File: src/rtl/cpu_pkg.sv
// Shared CPU definitions: opcodes, field widths, the ID->EX record and operand fixup.
package cpu_pkg;
  localparam int XLEN    = 32;
  localparam int REG_W   = 5;
  localparam int OP_W    = 6;
  localparam int FUNCT_W = 6;
  localparam int SHAMT_W = 5;
  localparam int IMM_W   = 16;
  localparam int TGT_W   = 26;

  localparam logic [OP_W-1:0] OP_RTYPE = 6'h00;
  localparam logic [OP_W-1:0] OP_J     = 6'h02;
  localparam logic [OP_W-1:0] OP_JAL   = 6'h03;
  localparam logic [OP_W-1:0] OP_BEQ   = 6'h04;
  localparam logic [OP_W-1:0] OP_BNE   = 6'h05;
  localparam logic [OP_W-1:0] OP_ADDI  = 6'h08;
  localparam logic [OP_W-1:0] OP_ADDIU = 6'h09;
  localparam logic [OP_W-1:0] OP_SLTI  = 6'h0A;
  localparam logic [OP_W-1:0] OP_SLTIU = 6'h0B;
  localparam logic [OP_W-1:0] OP_ANDI  = 6'h0C;
  localparam logic [OP_W-1:0] OP_ORI   = 6'h0D;
  localparam logic [OP_W-1:0] OP_XORI  = 6'h0E;
  localparam logic [OP_W-1:0] OP_LUI   = 6'h0F;
  localparam logic [OP_W-1:0] OP_LW    = 6'h23;
  localparam logic [OP_W-1:0] OP_SW    = 6'h2B;

  typedef struct packed {
    logic [XLEN-1:0]    pc;
    logic [OP_W-1:0]    op;
    logic [FUNCT_W-1:0] funct;
    logic [SHAMT_W-1:0] shamt;
    logic [XLEN-1:0]    a;
    logic [XLEN-1:0]    b;
    logic [XLEN-1:0]    imm;
    logic [REG_W-1:0]   dst;
    logic               wen;
  } id_ex_t;

  // r0 is never trusted from the RF; same-edge write-back is forwarded.
  function automatic logic [XLEN-1:0] fix_operand(
    input logic [REG_W-1:0] idx,
    input logic [XLEN-1:0]  rdata,
    input logic             wb_en,
    input logic [REG_W-1:0] wb_rd,
    input logic [XLEN-1:0]  wb_data
  );
    if (idx == '0) return '0;
    if (wb_en && (wb_rd == idx)) return wb_data;
    return rdata;
  endfunction
endpackage

File: src/rtl/id_decode.sv
// Combinational opcode decode: destination, write enable, immediate, rt usage.
module id_decode
  import cpu_pkg::*;
(
  input  logic [XLEN-1:0]  instr,
  input  logic [3:0]       pc_hi,
  output logic [REG_W-1:0] dst,
  output logic             wen,
  output logic [XLEN-1:0]  imm,
  output logic             uses_rt
);
  logic [OP_W-1:0]  op;
  logic [REG_W-1:0] dst_raw;

  assign op = instr[31:26];

  always_comb begin
    dst_raw = '0;
    uses_rt = 1'b0;
    imm     = {{(XLEN-IMM_W){instr[15]}}, instr[15:0]};
    if (op == OP_RTYPE)                        dst_raw = instr[15:11];
    else if (op inside {[OP_ADDI:OP_LUI], OP_LW}) dst_raw = instr[20:16];
    else if (op == OP_JAL)                     dst_raw = 5'd31;
    if (op inside {OP_RTYPE, OP_SW, OP_BEQ, OP_BNE}) uses_rt = 1'b1;
    if (op inside {OP_ANDI, OP_ORI, OP_XORI}) imm = {{(XLEN-IMM_W){1'b0}}, instr[15:0]};
    else if (op == OP_LUI)                    imm = {instr[15:0], {(XLEN-IMM_W){1'b0}}};
    else if (op inside {OP_J, OP_JAL})        imm = {pc_hi, instr[TGT_W-1:0], 2'b00};
  end

  // A zero destination is never a write, so wen follows dst directly.
  assign dst = dst_raw;
  assign wen = (dst_raw != '0);
endmodule

File: src/rtl/id_stage.sv
// Decode / operand-fetch stage: RF read, bypass, load-use stall, valid/ready output register.
module id_stage
  import cpu_pkg::*;
(
  input  logic               clk,
  input  logic               rst_n,
  input  logic               in_valid,
  output logic               in_ready,
  input  logic [XLEN-1:0]    in_instr,
  input  logic [XLEN-1:0]    in_pc,
  output logic [REG_W-1:0]   rf_rs,
  output logic [REG_W-1:0]   rf_rt,
  input  logic [XLEN-1:0]    rf_rdata0,
  input  logic [XLEN-1:0]    rf_rdata1,
  input  logic               wb_en,
  input  logic [REG_W-1:0]   wb_rd,
  input  logic [XLEN-1:0]    wb_data,
  input  logic               ex_load,
  input  logic [REG_W-1:0]   ex_rd,
  input  logic               flush,
  output logic               out_valid,
  input  logic               out_ready,
  output logic [XLEN-1:0]    out_pc,
  output logic [OP_W-1:0]    out_op,
  output logic [FUNCT_W-1:0] out_funct,
  output logic [SHAMT_W-1:0] out_shamt,
  output logic [XLEN-1:0]    out_a,
  output logic [XLEN-1:0]    out_b,
  output logic [XLEN-1:0]    out_imm,
  output logic [REG_W-1:0]   out_dst,
  output logic               out_wen
);
  logic [REG_W-1:0] dst;
  logic [XLEN-1:0]  imm;
  logic             wen, uses_rt, hz, adv;
  id_ex_t           nxt, q;

  assign rf_rs = in_instr[25:21];
  assign rf_rt = in_instr[20:16];

  id_decode u_dec (
    .instr   (in_instr),
    .pc_hi   (in_pc[31:28]),
    .dst     (dst),
    .wen     (wen),
    .imm     (imm),
    .uses_rt (uses_rt)
  );

  // The LW in EX leaves next cycle, so a single bubble always clears hz.
  assign hz = in_valid && ex_load && (ex_rd != '0) &&
              ((ex_rd == rf_rs) || ((ex_rd == rf_rt) && uses_rt));
  assign adv      = !out_valid || out_ready;
  assign in_ready = flush || (adv && !hz);

  always_comb begin
    nxt       = '0;
    nxt.pc    = in_pc;
    nxt.op    = in_instr[31:26];
    nxt.funct = in_instr[5:0];
    nxt.shamt = in_instr[10:6];
    nxt.a     = fix_operand(rf_rs, rf_rdata0, wb_en, wb_rd, wb_data);
    nxt.b     = fix_operand(rf_rt, rf_rdata1, wb_en, wb_rd, wb_data);
    nxt.imm   = imm;
    nxt.dst   = dst;
    nxt.wen   = wen;
  end

  always_ff @(posedge clk or negedge rst_n) begin
    if (!rst_n) begin
      out_valid <= 1'b0;
      q         <= '0;
    end else if (flush) begin
      out_valid <= 1'b0;
    end else if (adv && hz) begin
      out_valid <= 1'b0;
    end else if (adv) begin
      out_valid <= in_valid;
      q         <= nxt;
    end
  end

  assign out_pc    = q.pc;
  assign out_op    = q.op;
  assign out_funct = q.funct;
  assign out_shamt = q.shamt;
  assign out_a     = q.a;
  assign out_b     = q.b;
  assign out_imm   = q.imm;
  assign out_dst   = q.dst;
  assign out_wen   = q.wen;
endmodule

File: config.mk
export PLATFORM = sky130hd
export DESIGN_NAME = id_stage
export DESIGN_NICKNAME = d
export VERILOG_FILES = /design/src/rtl/cpu_pkg.sv /design/src/rtl/id_decode.sv /design/src/rtl/id_stage.sv
export SDC_FILE = /design/constraint.sdc
export NUM_CORES = 1
export LEC_CHECK = 0
export ABC_AREA = 0
export CORE_MARGIN = 2
export CORE_UTILIZATION = 45
export CTS_CLUSTER_SIZE = 10
export DETAILED_ROUTE_END_ITERATION = 16
export HOLD_SLACK_MARGIN = 0.08
export PLACE_DENSITY_LB_ADDON = 0.3
export SLEW_MARGIN = 20
export SYNTH_ARGS = -nofsm -noshare
export SYNTH_HDL_FRONTEND = slang
export SYNTH_SLANG_ARGS = --single-unit
File: constraint.sdc
create_clock -name clk -period 3.6 [get_ports clk]
set_input_delay 0.72 -clock clk [delete_from_list [all_inputs] [get_ports clk]]
set_output_delay 0.72 -clock clk [all_outputs]
set_load 0.005 [all_outputs]
# After elaboration in Yosys (flattened, before gate mapping)

Index checks and enable logic that the tools add are counted.
W data, S select, Z words.

Multiplexer cells: 24
Bitwise logic cells: 2
Equal/unequal tests: 14
Reductions and logical operators: 25
$lt $le $gt $ge: 2

Operator list:

| kind                 | number |
|---|---|
| $mux W32             | 11 |
| $eq A6 B4 Y1 const B | 4 |
| $eq A5 B5 Y1         | 4 |
| $mux W5              | 3 |
| $eq A6 B2 Y1 const B | 2 |
| $eq A6 B3 Y1 const B | 2 |
| $eq A6 B6 Y1 const B | 2 |
| $logic_not A5 Y1     | 2 |
| $mux W1              | 10 |
| $reduce_bool A5 Y1   | 2 |
| $logic_and A1 B1 Y1  | 9 |
| $ge A6 B4 Y1 const B | 1 |
| $le A6 B4 Y1 const B | 1 |
| $logic_not A6 Y1     | 1 |
| $reduce_bool A3 Y1   | 2 |
| $reduce_bool A2 Y1   | 2 |
| $reduce_bool A4 Y1   | 1 |
| $logic_or A1 B1 Y1   | 3 |
| $reduce_and A3 Y1    | 1 |
| $logic_not A1 Y1     | 2 |
| $not A1 Y1           | 2 |

Register bits after elaboration: 152
Input bits: 177
Word-level logic and storage cells: 77
Output and inout port bits: 163

# Logic depth before layout (Yosys ltp)

Depth after elaboration: 9
Mapped depth: 9
Gate-level depth less buffers: 5

# Modules after synthesis

From an unflattened synthesis, not the netlist that was laid out.

Cells, all modules: 709
Area, all modules: 7,811.2 µm²

Modules (own cells, without submodules):

| module    | seq. area each (µm²) | cells an instance | area an instance (µm²) | instances |
|---|---|---|---|---|
| id_stage  | 3,803.6              | 600               | 7,143.1                | 1 |
| id_decode | 0.0                  | 109               | 668.1                  | 1 |

# Worst setup path before layout

Ideal clock, no wire load.

Kind: input-to-output
Start point: input in_instr[19]
End point: output in_ready
Slack: 0.903 ns
Required time: 2.880 ns
Cell stages on the path: 7
Arrival: 1.977 ns
Buffers on the path: 2
Cells stage by stage: clkbuf_1 -> xnor2_1 -> nand4_1 -> nor4b_2 -> buf_2 -> nor2_1 -> a21o_1

Word-level cells in the longest chain between the ends: 7

Ends and longest elaborated chain:

| element             | line           | text |
|---|---|---|
| start, declared     | id_stage.sv:9  | `input logic [XLEN-1:0] in_instr,` |
| $eq A5 B5 Y1        | id_stage.sv:52 | `((ex_rd == rf_rs) \|\| ((ex_rd == rf_rt) && uses_rt));` |
| $logic_and A1 B1 Y1 | id_stage.sv:52 |  |
| $logic_or A1 B1 Y1  | id_stage.sv:52 |  |
| $logic_and A1 B1 Y1 | id_stage.sv:51 | `assign hz = in_valid && ex_load && (ex_rd != '0) &&` |
| $logic_not A1 Y1    | id_stage.sv:54 | `assign in_ready = flush \|\| (adv && !hz);` |
| $logic_and A1 B1 Y1 | id_stage.sv:54 |  |
| $logic_or A1 B1 Y1  | id_stage.sv:54 |  |
| end, declared       | id_stage.sv:8  | `output logic in_ready,` |

Every way passes these cells.

# Worst setup path in the final report

Start point: input ex_rd[2]
End point: output in_ready

Word-level cells in the longest chain between the ends: 7
Elaborated cells on any way between the ends: 10
Those cells by class: eq/ne (2); reduce/logical (8)

Ends and longest elaborated chain:

| element                 | line           | text |
|---|---|---|
| start, declared         | id_stage.sv:19 | `input logic [REG_W-1:0] ex_rd,` |
| $eq A5 B5 Y1            | id_stage.sv:52 |  |
| $logic_and A1 B1 Y1     | id_stage.sv:52 |  |
| $logic_or A1 B1 Y1      | id_stage.sv:52 |  |
| $logic_and A1 B1 Y1 (*) | id_stage.sv:51 |  |
| $logic_not A1 Y1 (*)    | id_stage.sv:54 |  |
| $logic_and A1 B1 Y1 (*) | id_stage.sv:54 |  |
| $logic_or A1 B1 Y1 (*)  | id_stage.sv:54 |  |

Every way passes the cells marked *; elsewhere a longest branch is shown, timed or not.

==> out/results.txt <==
Final ANT Viol Nets: 0
Placed Instances: 1,170
Cells taking the most area after synthesis: sky130_fd_sc_hd__dfrtp_1 51%, sky130_fd_sc_hd__mux2i_1 9.5%, sky130_fd_sc_hd__mux2_2 8.5%, sky130_fd_sc_hd__o21ai_0 7.9%, sky130_fd_sc_hd__o31ai_1 7.2%
Number of cells produced by synthesis: 644
CTS H-tree depth: 4
Maximum vdd ir drop: 348 uV
Class of the worst hold path: primary input to asynchronous set/reset pin
Critical Path, Cell by Cell: clkdlybuf4s50_1 > or4_1 > o211ai_2 > nor3_1 > nor2_2 > a21o_1 > dlygate4sd2_1
Fraction of layout instances using a drive strength above 1: 0.148
Max Cap Viol: 0
Final Net Count: 1,151
Detailed Routing Iterations Pass 1: 5
Final number of max-transition violations: 0
Element type at the critical path end: output port
Arrival time of data at the critical path endpoint: 2.66 ns
Starting DRC count in detailed routing: 634
Average wire length per cell after detail routing: 21.8 um
Primary flip-flop cell chosen by synthesis mapping: sky130_fd_sc_hd__dfrtp_1
Category of the worst setup path launch point: primary input
Overall overflow remaining after global route: 0
I/O Pins: 340
Hold-fix buffers at CTS: 0
Number of sinks handled by clock tree synthesis: 152
Clock latency reported for the late side of the worst-skew pair: 0.42 ns
Number of synthesized register bits: 152
Count of standard-cell rows: 46
Sequential share of the synthesized area: 0.513
Area Overhead vs Synth: 58.5%
Max-Slew Margin vs Limit: 0.435
Wire length after detailed routing: 26.2 mm
Top-area cell type share of the netlist area: 0.513
Die Span X: 132 um
Buffers on Ports: 339
Cell Count, Final, Fillers Out: 1,203
Post-Syn Nets: 821
Number of design rule violations left after detail routing: 0
Synthesized cell area: 7410 sq um
Global routing usage summed across all routing layers: 0.302
Highest-count cells in the layout ignoring fill and taps: 337 x sky130_fd_sc_hd__clkdlybuf4s50_1, 152 x sky130_fd_sc_hd__dfrtp_1, 117 x sky130_fd_sc_hd__o21ai_0
Worst Slack Setup Final: 0.223 ns
Antenna Cells: 0
Leakage power figure: 0.00457 uW
Initial antenna violation count: 0
Max Buffers Root-to-Sink: 2
Post-synth top area cell: sky130_fd_sc_hd__dfrtp_1
Actual transition at the worst max-transition pin: 0.844 ns
Count of final hold-check violations: 0
Leading cell type in the layout, fill and taps excluded: sky130_fd_sc_hd__clkdlybuf4s50_1
Yosys Warn Count: 0
Post-route clock period utilization: 0.938
Status: completed
Worst Setup Slack post-DPL: -0.0943 ns
HPWL Detailed: 19.0 mm
WS Path Type: primary input to output port
Maximum clock skew at final layout: 0.00556 ns
Clock-pin slew on the worst setup and hold paths: 0.07 ns
Placeable core region: 16,000 sq um
CTS tree: yes
Wire length of the first global-routing pass: 41.1 mm
Initial Utilization: 0.463
Die outline height: 132 um
Maximum number of pins on one net before global-route repair: 69
Crit path time final: 3.38 ns
Via count of the first global-routing pass: 6,991
Number of vias after detailed routing: 6,863
Post-synth EDFFs: 0
Max FO, Critical Path: 3
TritonCTS Buffers: 17
Cell type of the slowest stage on the worst timing path: sky130_fd_sc_hd__or4_1
Die Footprint: 17,500 sq um
Setup Viol. Count Final: 0
Setup TNS Final: 0 ns
Final estimated routing congestion in global placement: 0.893
Share of flip-flops with an asynchronous set or reset: 1.00
Worst stage delay on the critical path: 0.53 ns
Highest achievable clock rate: 296 MHz
Core occupancy in the finished layout: 0.734
Power per cell area: 440 nW/um^2
Data required time at the worst endpoint: 2.88 ns
Clock root buffer: sky130_fd_sc_hd__clkbuf_16
Average via count per standard cell: 5.70
Netlist cell types: 39
Setup repair after global routing missed its margin: no
Synthesized area per cell: 11.5 sq um
[logic make-up (layout without fill, tap and decap cells)]
group | after synthesis | after routing | share of synthesized area
flops | 152 | 152 | 0.513
buf+inv | 72 | 415 | 0.0517
xor+xnor | 20 | 20 | 0.0236
mux | 129 | 129 | 0.184
simple gates | 43 | 43 | 0.0343
compound gates | 228 | 228 | 0.193
[final cells by class]
type	instances	area, sq um
Timing Repair Buffer	381	3770
Multi-Input combinational cell	420	3280
Sequential cell	152	3800
Clock inverter	15	190
Inverter	2	7.51
Tap cell	216	270
Fill cell	1177	4250
Clock buffer	17	425
[critical path: cells and delay by family]
kind	cells	cell delay [ns]
buf+inv	2	0.70
simple gates	3	0.82
compound gates	2	0.40
[synth_stat cells, types with 3 or more instances]
cell	count
sky130_fd_sc_hd__a21oi_1	9
sky130_fd_sc_hd__a221oi_1	12
sky130_fd_sc_hd__a22o_1	7
sky130_fd_sc_hd__a22oi_1	4
sky130_fd_sc_hd__buf_2	6
sky130_fd_sc_hd__buf_4	12
sky130_fd_sc_hd__buf_6	8
sky130_fd_sc_hd__clkbuf_1	44
sky130_fd_sc_hd__dfrtp_1	152
sky130_fd_sc_hd__mux2_1	3
sky130_fd_sc_hd__mux2_2	56
sky130_fd_sc_hd__mux2i_1	70
sky130_fd_sc_hd__nand2_1	6
sky130_fd_sc_hd__nand2b_1	3
sky130_fd_sc_hd__nor2_1	9
sky130_fd_sc_hd__nor2b_1	3
sky130_fd_sc_hd__nor3_1	3
sky130_fd_sc_hd__nor4_1	3
sky130_fd_sc_hd__o21ai_0	117
sky130_fd_sc_hd__o221ai_1	3
sky130_fd_sc_hd__o31ai_1	71
sky130_fd_sc_hd__or4_1	4
sky130_fd_sc_hd__xnor2_1	11
sky130_fd_sc_hd__xor2_1	9
[power by group]
group	internal [uW]	leakage, uW	switching [uW]
clock network	1100	0.000281	773
registers	1930	0.00184	115
logic	774	0.00245	473
total	3810	0.00457	1360
[per-stage QoR]
step	power [uW]	hold slack, ns	area, sq um
3_3_place_gp	3290	0.475	11100
3_5_place_dp	3320	0.481	11100
5_1_grt	5380	0.334	11700
6_report	5170	0.289	11700
4_1_cts	5200	0.307	11700
2_1_floorplan	2450	0.424	7410
[worst paths after layout]
check                                to  slack, ns          from  cells after the start
max                            in_ready       0.22      ex_rd[2]                      7
min                            out_b[0]       0.29         rst_n                      1
max reg2reg                    out_a[9]       1.81     out_valid                      5
min reg2reg                out_shamt[0]       0.50  out_shamt[0]                      1
max in group asynchronous    out_dst[1]       2.50         rst_n                      2
min in group clk           out_shamt[0]       0.50  out_shamt[0]                      1
[sequential cells by signal, summed over array words and instances, names as in the netlist]
| register | flops |
|---|---|
| out_wen | 1 |
| out_b | 32 |
| out_valid | 1 |
| out_shamt | 5 |
| out_imm | 32 |
| out_pc | 32 |
| out_funct | 6 |
| out_a | 32 |
| out_op | 6 |
| out_dst | 5 |
[routing by layer]
metal	track usage	routed length [um]
met4	0.0962	709
met5	0	0
met2	0.511	13100
met3	0.0838	2320
met1	0.375	10100
[what timing repair did]
| item | in CTS | in global routing |
|---|---|---|
| setup endpoints to repair | 1 | 0 |
| resized for setup | 2 | 0 |
| setup buffers | 1 | 0 |
No activity file was read; power rests on OpenSTA's default activity.
